File: src/rtl/morse_tone_player_if.sv
`default_nettype none
// ============================================================================
//  Module      : morse_tone_player_if
//  Description : Request/status bundle between the character front end and
//                the Morse tone player. The front end is the master.
//  Revision    : 1.0 - initial release
// ============================================================================
interface morse_tone_player_if;
    logic       start;
    logic [4:0] sym_bits;
    logic [2:0] sym_len;
    logic [1:0] long_sel;
    logic [1:0] short_sel;
    logic       space_sel;
    logic       ready;
    logic       busy;
    logic       tone_on;
    logic       buzzer;
    logic       done;

    modport master (
        output start, sym_bits, sym_len, long_sel, short_sel, space_sel,
        input  ready, busy, tone_on, buzzer, done
    );

    modport slave (
        input  start, sym_bits, sym_len, long_sel, short_sel, space_sel,
        output ready, busy, tone_on, buzzer, done
    );
endinterface
`default_nettype wire

File: src/rtl/morse_tone_player.sv
`default_nettype none
// ============================================================================
//  Module      : morse_tone_player
//  Description : Plays one Morse character (up to five elements) as
//                tone-gated marks separated by silent gaps; flags completion
//                with a one-cycle done pulse.
//  Revision    : 1.0 - initial release
// ============================================================================
module morse_tone_player #(
    parameter int UNIT_CYCLES = 20_000_000,
    parameter int TONE_HALF   = 50_000
) (
    input  wire logic               clk,
    input  wire logic               rst,
    morse_tone_player_if.slave      bus
);

    localparam int CNT_W  = $clog2(10 * UNIT_CYCLES + 1);
    localparam int HALF_W = $clog2(TONE_HALF + 1);

    localparam logic [CNT_W-1:0]  c_U1        = CNT_W'(1  * UNIT_CYCLES);
    localparam logic [CNT_W-1:0]  c_U3        = CNT_W'(3  * UNIT_CYCLES);
    localparam logic [CNT_W-1:0]  c_U4        = CNT_W'(4  * UNIT_CYCLES);
    localparam logic [CNT_W-1:0]  c_U5        = CNT_W'(5  * UNIT_CYCLES);
    localparam logic [CNT_W-1:0]  c_U8        = CNT_W'(8  * UNIT_CYCLES);
    localparam logic [CNT_W-1:0]  c_U10       = CNT_W'(10 * UNIT_CYCLES);
    localparam logic [CNT_W-1:0]  c_CNT_ONE   = CNT_W'(1);
    localparam logic [HALF_W-1:0] c_HALF_LAST = HALF_W'(TONE_HALF - 1);
    localparam logic [HALF_W-1:0] c_HALF_ONE  = HALF_W'(1);

    typedef enum logic [1:0] {
        S_IDLE = 2'd0,
        S_MARK = 2'd1,
        S_GAP  = 2'd2
    } state_t;

    state_t              r_state,  w_state;
    logic [CNT_W-1:0]    r_cnt,    w_cnt;
    logic [HALF_W-1:0]   r_half,   w_half;
    logic [2:0]          r_idx,    w_idx;
    logic [4:0]          r_bits,   w_bits;
    logic [2:0]          r_len,    w_len;
    logic [CNT_W-1:0]    r_long,   w_long;
    logic [CNT_W-1:0]    r_short,  w_short;
    logic [CNT_W-1:0]    r_space,  w_space;
    logic                r_ready,  w_ready;
    logic                r_busy,   w_busy;
    logic                r_tone,   w_tone;
    logic                r_buzzer, w_buzzer;
    logic                r_done,   w_done;

    logic [2:0]          w_len_clamp;
    logic [CNT_W-1:0]    w_long_dec;
    logic [CNT_W-1:0]    w_short_dec;
    logic [CNT_W-1:0]    w_space_dec;
    logic [CNT_W-1:0]    w_mark_cyc;

    // Decode the live select inputs into phase lengths in clock cycles.
    always_comb begin
        w_len_clamp = (bus.sym_len > 3'd5) ? 3'd5 : bus.sym_len;
        case (bus.long_sel)
            2'b10:   w_long_dec = c_U8;
            2'b11:   w_long_dec = c_U10;
            default: w_long_dec = c_U5;
        endcase
        case (bus.short_sel)
            2'b10:   w_short_dec = c_U3;
            2'b11:   w_short_dec = c_U4;
            default: w_short_dec = c_U1;
        endcase
        w_space_dec = bus.space_sel ? c_U5 : c_U3;
    end

    // Length of the current mark depends on the latched element type.
    assign w_mark_cyc = r_bits[r_idx] ? r_long : r_short;

    // Next-state and next-output logic; every output is the registered
    // version of a value computed here.
    always_comb begin
        w_state  = r_state;
        w_cnt    = r_cnt;
        w_half   = r_half;
        w_idx    = r_idx;
        w_bits   = r_bits;
        w_len    = r_len;
        w_long   = r_long;
        w_short  = r_short;
        w_space  = r_space;
        w_buzzer = r_buzzer;
        w_done   = 1'b0;

        case (r_state)
            S_IDLE: begin
                if (bus.start) begin
                    w_bits   = bus.sym_bits;
                    w_len    = w_len_clamp;
                    w_long   = w_long_dec;
                    w_short  = w_short_dec;
                    w_space  = w_space_dec;
                    w_idx    = 3'd0;
                    w_cnt    = '0;
                    w_half   = '0;
                    w_buzzer = 1'b0;
                    if (w_len_clamp == 3'd0) begin
                        w_done = 1'b1;
                    end else begin
                        w_state = S_MARK;
                    end
                end
            end
            S_MARK: begin
                if (r_cnt == w_mark_cyc - c_CNT_ONE) begin
                    w_cnt    = '0;
                    w_half   = '0;
                    w_buzzer = 1'b0;
                    if (r_idx == r_len - 3'd1) begin
                        w_state = S_IDLE;
                        w_done  = 1'b1;
                    end else begin
                        w_state = S_GAP;
                    end
                end else begin
                    w_cnt = r_cnt + c_CNT_ONE;
                    if (r_half == c_HALF_LAST) begin
                        w_half   = '0;
                        w_buzzer = ~r_buzzer;
                    end else begin
                        w_half = r_half + c_HALF_ONE;
                    end
                end
            end
            S_GAP: begin
                if (r_cnt == r_space - c_CNT_ONE) begin
                    w_cnt    = '0;
                    w_half   = '0;
                    w_buzzer = 1'b0;
                    w_idx    = r_idx + 3'd1;
                    w_state  = S_MARK;
                end else begin
                    w_cnt = r_cnt + c_CNT_ONE;
                end
            end
            default: begin
                w_state  = S_IDLE;
                w_cnt    = '0;
                w_half   = '0;
                w_idx    = 3'd0;
                w_buzzer = 1'b0;
            end
        endcase

        w_ready = (w_state == S_IDLE);
        w_busy  = (w_state != S_IDLE);
        w_tone  = (w_state == S_MARK);
    end

    // State, counters, latched character and outputs; reset aborts silently.
    always_ff @(posedge clk or posedge rst) begin
        if (rst) begin
            r_state  <= S_IDLE;
            r_cnt    <= '0;
            r_half   <= '0;
            r_idx    <= 3'd0;
            r_bits   <= 5'd0;
            r_len    <= 3'd0;
            r_long   <= '0;
            r_short  <= '0;
            r_space  <= '0;
            r_ready  <= 1'b1;
            r_busy   <= 1'b0;
            r_tone   <= 1'b0;
            r_buzzer <= 1'b0;
            r_done   <= 1'b0;
        end else begin
            r_state  <= w_state;
            r_cnt    <= w_cnt;
            r_half   <= w_half;
            r_idx    <= w_idx;
            r_bits   <= w_bits;
            r_len    <= w_len;
            r_long   <= w_long;
            r_short  <= w_short;
            r_space  <= w_space;
            r_ready  <= w_ready;
            r_busy   <= w_busy;
            r_tone   <= w_tone;
            r_buzzer <= w_buzzer;
            r_done   <= w_done;
        end
    end

    assign bus.ready   = r_ready;
    assign bus.busy    = r_busy;
    assign bus.tone_on = r_tone;
    assign bus.buzzer  = r_buzzer;
    assign bus.done    = r_done;

endmodule
`default_nettype wire
File: src/flat_wrapper.sv
// flat-port wrapper written by rule: the top's interface ports become plain ports
module morse_tone_player_flat 
#(
    parameter int UNIT_CYCLES = 20_000_000,
    parameter int TONE_HALF   = 50_000
)
  (clk, rst, bus_start, bus_sym_bits, bus_sym_len, bus_long_sel, bus_short_sel, bus_space_sel, bus_ready, bus_busy, bus_tone_on, bus_buzzer, bus_done);
  morse_tone_player_if bus_i ();
  input  wire logic clk;
  input  wire logic rst;
  input wire logic [$bits(bus_i.start)-1:0] bus_start;
  input wire logic [$bits(bus_i.sym_bits)-1:0] bus_sym_bits;
  input wire logic [$bits(bus_i.sym_len)-1:0] bus_sym_len;
  input wire logic [$bits(bus_i.long_sel)-1:0] bus_long_sel;
  input wire logic [$bits(bus_i.short_sel)-1:0] bus_short_sel;
  input wire logic [$bits(bus_i.space_sel)-1:0] bus_space_sel;
  output wire logic [$bits(bus_i.ready)-1:0] bus_ready;
  output wire logic [$bits(bus_i.busy)-1:0] bus_busy;
  output wire logic [$bits(bus_i.tone_on)-1:0] bus_tone_on;
  output wire logic [$bits(bus_i.buzzer)-1:0] bus_buzzer;
  output wire logic [$bits(bus_i.done)-1:0] bus_done;
  assign bus_i.start = bus_start;
  assign bus_i.sym_bits = bus_sym_bits;
  assign bus_i.sym_len = bus_sym_len;
  assign bus_i.long_sel = bus_long_sel;
  assign bus_i.short_sel = bus_short_sel;
  assign bus_i.space_sel = bus_space_sel;
  assign bus_ready = bus_i.ready;
  assign bus_busy = bus_i.busy;
  assign bus_tone_on = bus_i.tone_on;
  assign bus_buzzer = bus_i.buzzer;
  assign bus_done = bus_i.done;
  morse_tone_player #(.UNIT_CYCLES(UNIT_CYCLES), .TONE_HALF(TONE_HALF)) u_core (.clk(clk), .rst(rst), .bus(bus_i));
endmodule
File: config.mk
export PLATFORM = sky130hd
export DESIGN_NAME = morse_tone_player_flat
export DESIGN_NICKNAME = d
export VERILOG_FILES = /design/src/rtl/morse_tone_player_if.sv /design/src/rtl/morse_tone_player.sv /design/src/flat_wrapper.sv
export SDC_FILE = /design/constraint.sdc
export NUM_CORES = 1
export LEC_CHECK = 0
export CAP_MARGIN = 0
export CELL_PAD_IN_SITES_DETAIL_PLACEMENT = 1
export CELL_PAD_IN_SITES_GLOBAL_PLACEMENT = 2
export CORE_UTILIZATION = 32
export DETAILED_ROUTE_END_ITERATION = 8
export PLACE_DENSITY_LB_ADDON = 0.25
export REMOVE_ABC_BUFFERS = 1
export SYNTH_ARGS = -nofsm -noshare
export SYNTH_HDL_FRONTEND = slang
export SYNTH_SLANG_ARGS = --single-unit
File: constraint.sdc
create_clock -name clk -period 5 [get_ports clk]
set_input_delay 1 -clock clk [delete_from_list [all_inputs] [get_ports clk]]
set_output_delay 1 -clock clk [all_outputs]
set_load 0.05 [all_outputs]
Word level (Yosys, flattened, before mapping)
Index checks and enable logic that the tools add are counted.
{"block": "op_classes", "add_sub_neg": 6, "n_lt_le_gt_ge": 2, "n_eq_ne": 14, "muxes": 35, "bitwise_logic": 2, "reduce_logical": 8}
{"op": "2-to-1 mux 28 bit", "n": 4}
{"op": "case mux 28 bit (3 select lines)", "n": 1}
{"op": "2-to-1 mux 16 bit", "n": 4}
{"op": "== test 28 bit", "n": 2}
{"op": "case mux 28 bit (2 select lines)", "n": 1}
{"op": "subtractor 28 x 1 -> 28 bit (second input constant)", "n": 2}
{"op": "case mux 27 bit (2 select lines)", "n": 1}
{"op": "case mux 16 bit (3 select lines)", "n": 1}
{"op": "adder 28 x 1 -> 28 bit (second input constant)", "n": 1}
{"op": "2-to-1 mux 27 bit", "n": 1}
{"op": "adder 16 x 1 -> 16 bit (second input constant)", "n": 1}
{"op": "== test 16 bit (second input constant)", "n": 1}
{"op": "== test 2 bit (second input constant)", "n": 5}
{"op": "2-to-1 mux 2 bit", "n": 5}
{"op": "2-to-1 mux 1 bit", "n": 9}
{"op": "2-to-1 mux 3 bit", "n": 3}
{"op": "case mux 3 bit (3 select lines)", "n": 1}
{"op": "case mux 2 bit (3 select lines)", "n": 1}
{"op": "AND reduction 3 bit", "n": 2}
{"op": "== test 2 x 1 -> 1 bit (second input constant)", "n": 2}
{"op": "logical NOT 2 bit", "n": 2}
{"op": "less-than comparator 3 x 4 -> 1 bit (second input constant)", "n": 1}
{"op": "AND reduction 2 bit", "n": 2}
{"op": "adder 3 x 1 -> 3 bit (second input constant)", "n": 1}
{"op": "12 further kinds", "n": 13}
{"block": "word_totals", "ff_bits": 146, "input_bits": 16, "wordCells": 81}

Longest topological paths before layout
{"block": "depth", "word_depth": 8, "ltp_mapped": 18, "depth_no_buf": 14}

Least setup slack after synthesis
Ideal clock, no wire load.
{"block": "synth_path", "kind": "register to register", "start": "register u_core.r_idx[0]", "end": "register u_core.r_cnt[23]", "arrival_time_ns": 4.141, "required_time_ns": 4.879, "path_slack_ns": 0.738, "path_stages_with_launch": 18, "period_less_slack_ns": 4.262, "cell_sequence": "dfrtp_1 mux2_1 a221o_1 buf_6 mux2_2 inv_1 ha_1 or3b_2 clkbuf_1 o2111a_1 nor4_1 nor4b_1 o2111a_1 a41oi_1 buf_2 buf_6 a21o_1 a22o_1"}
{"block": "synth_between", "elab_chain_cells": 7}
{"item": "start, declared", "line": "morse_tone_player.sv:40", "source": "logic [2:0] r_idx, w_idx;"}
{"item": "start signal, assigned", "line": "morse_tone_player.sv:178", "source": "r_idx <= w_idx;"}
{"item": "binary-select mux 1 bit (select 3 bit)", "line": "morse_tone_player.sv:75", "source": "assign w_mark_cyc = r_bits[r_idx] ? r_long : r_short;"}
{"item": "2-to-1 mux 1 bit (implied by the code)", "line": "morse_tone_player.sv:75"}
{"item": "2-to-1 mux 28 bit", "line": "morse_tone_player.sv:75"}
{"item": "subtractor 28 x 1 -> 28 bit", "line": "morse_tone_player.sv:112", "source": "if (r_cnt == w_mark_cyc - c_CNT_ONE) begin"}
{"item": "== test 28 bit", "line": "morse_tone_player.sv:112"}
{"item": "2-to-1 mux 28 bit", "line": "morse_tone_player.sv:112"}
{"item": "case mux 28 bit (3 select lines)", "line": "morse_tone_player.sv:92", "source": "case (r_state)"}
{"item": "end signal, assigned", "line": "morse_tone_player.sv:176", "source": "r_cnt <= w_cnt;"}
{"item": "end, declared", "line": "morse_tone_player.sv:38", "source": "logic [CNT_W-1:0] r_cnt, w_cnt;"}
Every way passes these cells. The select of a mux whose other input is x is not followed.
A chain may end at the register's enable or synchronous reset.

Worst setup path in the final report
{"block": "layout_path", "start": "register u_core.r_idx[0]", "end": "register u_core.r_half[0]"}
{"block": "layout_between", "elab_chain_cells": 7}
{"item": "binary-select mux 1 bit (select 3 bit)", "line": "morse_tone_player.sv:75"}
{"item": "2-to-1 mux 1 bit (implied by the code)", "line": "morse_tone_player.sv:75"}
{"item": "2-to-1 mux 28 bit", "line": "morse_tone_player.sv:75"}
{"item": "subtractor 28 x 1 -> 28 bit", "line": "morse_tone_player.sv:112"}
{"item": "== test 28 bit", "line": "morse_tone_player.sv:112"}
{"item": "2-to-1 mux 16 bit", "line": "morse_tone_player.sv:112"}
{"item": "case mux 16 bit (3 select lines)", "line": "morse_tone_player.sv:92"}
{"item": "end signal, assigned", "line": "morse_tone_player.sv:177", "source": "r_half <= w_half;"}
{"item": "end, declared", "line": "morse_tone_player.sv:39", "source": "logic [HALF_W-1:0] r_half, w_half;"}
Every way passes these cells. The select of a mux whose other input is x is not followed.

==> reports/qor.tcl <==
set qor(grt_max_degree) 46
set qor(remaining_drc_errors) 0
set qor(synth_area_sq_um) 5490
set qor(finalWirelength_mm) 16.4
set qor(antenna_cells_inserted) 0
set qor(path_clk_slew_ns) 0.06
set qor(max_slew_margin_pct) 45.5
set qor(tritoncts_sink_count) 77
set qor(post-cts-setup-buffers) 0
set qor(cp_max_fo) 18
set qor(vias) 4968
set qor(grt_remaining_overflow) 0
set qor(timing.critical_path.mode_cell) {sky130_fd_sc_hd__mux2_2}
set qor(yosys_warnings) 0
set qor(dominantRegCellSynth) {sky130_fd_sc_hd__dfrtp_1}
set qor(initial_utilization_pct) 33.0
set qor(wire_length_per_cell_um) 18.9
set qor(setup_total_negative_slack_ns) 0
set qor(finalMaxSlewViolations) 0
set qor(sequential_element_share_of_the_synthesized_area_pct) 35.1
set qor(cts_tree) {yes}
set qor(max_freq_mhz) 211
set qor(initial_antenna_violation_count) 0
set qor(grt_util_overall_pct) 19.3
set qor(critical_path.top_delay_family) {multiplexers}
set qor(groute.layer.met2.usage_pct) 32.0
set qor(clk_root_buffer_cell) {sky130_fd_sc_hd__clkbuf_16}
set qor(cellPowerDensity_nw_per_um2) 445
set qor(rrSetupSlack_ns) 0.25
set qor(postSynthAreaPerCell_sq_um) 8.51
set qor(holdBufCountCts) 0
set qor(end_kind) {register}
set qor(tritoncts.num_buffers) 9
set qor(final.setup_skew_ns) 0.00774
set qor(cts-htree-levels) 3
set qor(finalNetCount) 674
set qor(crit_type) {reg2reg}
set qor(use_met3_pct) 2.41
set qor(synth_largest_type_area_fraction_pct) 34.6
set qor(min_period_over_period_pct) 95.0
set qor(p_leak_uw) 0.00264
set qor(critPathSlowestCell) {sky130_fd_sc_hd__or3b_2}
set qor(timing.critical_path.slowest_cell_delay_ns) 0.53
set qor(worst_ir_drop_vdd_v) 0.000240
set qor(gp_congestion) 0.879
set qor(yosysTopAreaCell) {sky130_fd_sc_hd__dfrtp_1}
set qor(ys_async_sr_fraction_pct) 100
set qor(ys_types) 75
set qor(final-hold-violation-count) 0
set qor(timing_worst_slew_pin_value_ns) 0.817
set qor(synth_seq_cells) 77
set qor(finalCriticalPeriod_ns) 4.75
set qor(cp_data_arrival_time_ns) 4.98
set qor(drv_cap) 0
set qor(grt-busiest-layer) {met2}
set qor(path_buf_inv) 1
set qor(count_of_fill_cells_added_during_filler_insertion) 1947
set qor(synth-edff-count) 0
set qor(post_synth_main_area_contributors) {sky130_fd_sc_hd__dfrtp_1 (35%), sky130_fd_sc_hd__nand2_1 (4.8%), sky130_fd_sc_hd__xnor2_1 (3.4%)}
set qor(routed_via_density) 5.71
set qor(die_area_sq_um) 17700
set qor(area_growth_from_synthesis_to_layout_pct) 12.2
set qor(met1_usage_pct) 26.1
set qor(clock_insertion_delay_worst_skew_ns) 0.35
set qor(first_global_vias) 5038
set qor(drtIter0Drc) 254
set qor(syn_inst) 645
set qor(grt_pass1_wl_mm) 26.8
set qor(timing.hold.worst.class) {reg2reg}
set qor(result_of_the_run) {completed}
set qor(cp.required_ns) 5.23
set qor(totalPowerFinal_uw) 2740
set qor(setup-violations-final) 0
set qor(timing.critical_path.cells) {mux2_1, a221o_1, mux2_2, inv_1, ha_1, or3b_2, o21ai_0, o311ai_0, mux2i_1, nand2_1, nor4bb_2, a31o_2, nor3_2, mux2_2}
set qor(drt_pass1_iterations) 5
set qor(cts-root-to-sink-buffers) 2
set qor(pin_count) 21
set qor(std_cell_rows) 47
set qor(design.core.area_sq_um) 16600
set qor(die_w_um) 133
set qor(drive_above_1_share_pct) 8.62
set qor(place.detailed.hpwl_mm) 11.9
set qor(height_of_the_die_um) 133
set qor(buffer_ports.inserted) 20
set qor(detail-route-antenna-nets) 0
set qor(critPathLaunchType) {register}
## state kept, by name, summed over array words and instances (netlist names), 2 cells and up
| name | flops |
|---|---|
| u_core.r_bits | 5 |
| u_core.r_long | 7 |
| u_core.r_len | 3 |
| u_core.r_half | 16 |
| u_core.r_cnt | 28 |
| u_core.r_idx | 3 |
| u_core.r_short | 6 |
| u_core.r_state | 2 |
| u_core.r_space | 2 |
## timing repair
item                                    4_1_cts  5_1_grt
hold endpoints to repair                      0        0
gates resized for setup                       0        5
endpoints found under the setup margin        0       46
## logic make-up after synthesis
kind of cell    share of synthesized area, %
simple gates                            24.1
compound gates                          21.7
flops                                   35.1
buf+inv                                 6.00
xor+xnor                                6.22
mux                                     3.67
fa+ha+maj                               3.15
## power breakdown
part	total [uW]	switching [uW]	internal, uW
Clock	654	267	387
Combinational	1190	720	473
Sequential	892	158	735
Total	2740	1150	1590
## through the flow
step / hold WS [ns] / instance area [sq um] / cells / util [%] / worst slack [ns]
after floorplan: 0.437 / 5270 / 603 / - / -0.717
after global placement: 0.474 / 5850 / 854 / 35.1 / 0.441
after detailed placement: 0.474 / 5850 / 854 / 35.1 / 0.179
after CTS: 0.488 / 6130 / 870 / 36.9 / 0.174
after global routing: 0.510 / 6160 / 870 / 37.0 / -0.00136
final: 0.484 / 6160 / 870 / 37.0 / 0.252
## worst min-delay path, stage by stage (launching register included)
cell                      delay [ns]
sky130_fd_sc_hd__dfrtp_1        0.35
sky130_fd_sc_hd__nand2_1        0.05
sky130_fd_sc_hd__nand2_1        0.06
## worst paths after layout
kind                             startpoint            endpoint  cells past startpoint
min reg2reg                u_core.r_bits[3]    u_core.r_bits[3]                      2
min in group asynchronous               rst   u_core.r_half[10]                      2
min                        u_core.r_bits[3]    u_core.r_bits[3]                      2
max                         u_core.r_idx[0]    u_core.r_half[0]                     14
max reg2reg                 u_core.r_idx[0]    u_core.r_half[0]                     14
max in group asynchronous               rst  u_core.r_short[13]                      3
## per-layer routing
metal / wire, um / vias to the layer above
li1: - / 2348
met1: 7840 / 2539
met2: 7930 / 63
met3: 385 / 18
met4: 250 / 0
met5: 0 / -
## synthesized netlist by cell type, drive strengths merged, types with 3 or more instances
cell	number
a21o	18
nor3b	3
dfrtp	76
mux2i	13
or3	11
a211oi	4
ha	13
a21oi	23
o31ai	7
nand2b	5
nand3	28
a221o	5
or2	8
and2	4
nor2	44
nor2b	8
nand2	70
xor2	18
and3	15
or4	3
buf	12
o22ai	9
o21a	6
o21ai	33
o2bb2ai	4
nand4	8
mux2	6
nor3	24
nor4	11
inv	30
a31o	3
a31oi	9
o2111a	3
a22o	20
xnor2	21
clkbuf	30
## layout by cell type (no fill, tap or decap), types with 4 or more instances in the layout
| cell | n |
|---|---|
| sky130_fd_sc_hd__a21oi_1 | 23 |
| sky130_fd_sc_hd__and3_1 | 15 |
| sky130_fd_sc_hd__nand2_1 | 70 |
| sky130_fd_sc_hd__xor2_1 | 18 |
| sky130_fd_sc_hd__a31oi_1 | 9 |
| sky130_fd_sc_hd__a221o_1 | 5 |
| sky130_fd_sc_hd__nand4_1 | 8 |
| sky130_fd_sc_hd__nor2_1 | 43 |
| sky130_fd_sc_hd__nor4_1 | 8 |
| sky130_fd_sc_hd__o21a_1 | 6 |
| sky130_fd_sc_hd__clkbuf_16 | 9 |
| sky130_fd_sc_hd__ha_1 | 13 |
| sky130_fd_sc_hd__buf_4 | 11 |
| sky130_fd_sc_hd__nand2b_1 | 5 |
| sky130_fd_sc_hd__o22ai_1 | 9 |
| sky130_fd_sc_hd__or2_2 | 8 |
| sky130_fd_sc_hd__dfrtp_1 | 76 |
| sky130_fd_sc_hd__o21ai_0 | 32 |
| sky130_fd_sc_hd__xnor2_1 | 21 |
| sky130_fd_sc_hd__o2bb2ai_1 | 4 |
| sky130_fd_sc_hd__inv_1 | 29 |
| sky130_fd_sc_hd__o31ai_1 | 7 |
| sky130_fd_sc_hd__nor2b_1 | 8 |
| sky130_fd_sc_hd__mux2_2 | 4 |
| sky130_fd_sc_hd__a22o_1 | 20 |
| sky130_fd_sc_hd__or3_1 | 11 |
| sky130_fd_sc_hd__nand3_1 | 28 |
| sky130_fd_sc_hd__clkdlybuf4s50_1 | 20 |
| sky130_fd_sc_hd__a21o_1 | 18 |
| sky130_fd_sc_hd__nor3_1 | 23 |
| sky130_fd_sc_hd__mux2i_1 | 12 |
## final cells by class
type                            instances  area [sq um]  area share [%]
Clock inverter                          4          48.8           0.792
Tap cell                              220           275            4.47
Inverter                               30           114            1.85
Sequential cell                        77          1930            31.3
Multi-Input combinational cell        496          3270            53.2
Clock buffer                           12           236            3.84
Timing Repair Buffer                   31           283            4.59
Note: power is estimated with default switching activity, not from simulation.
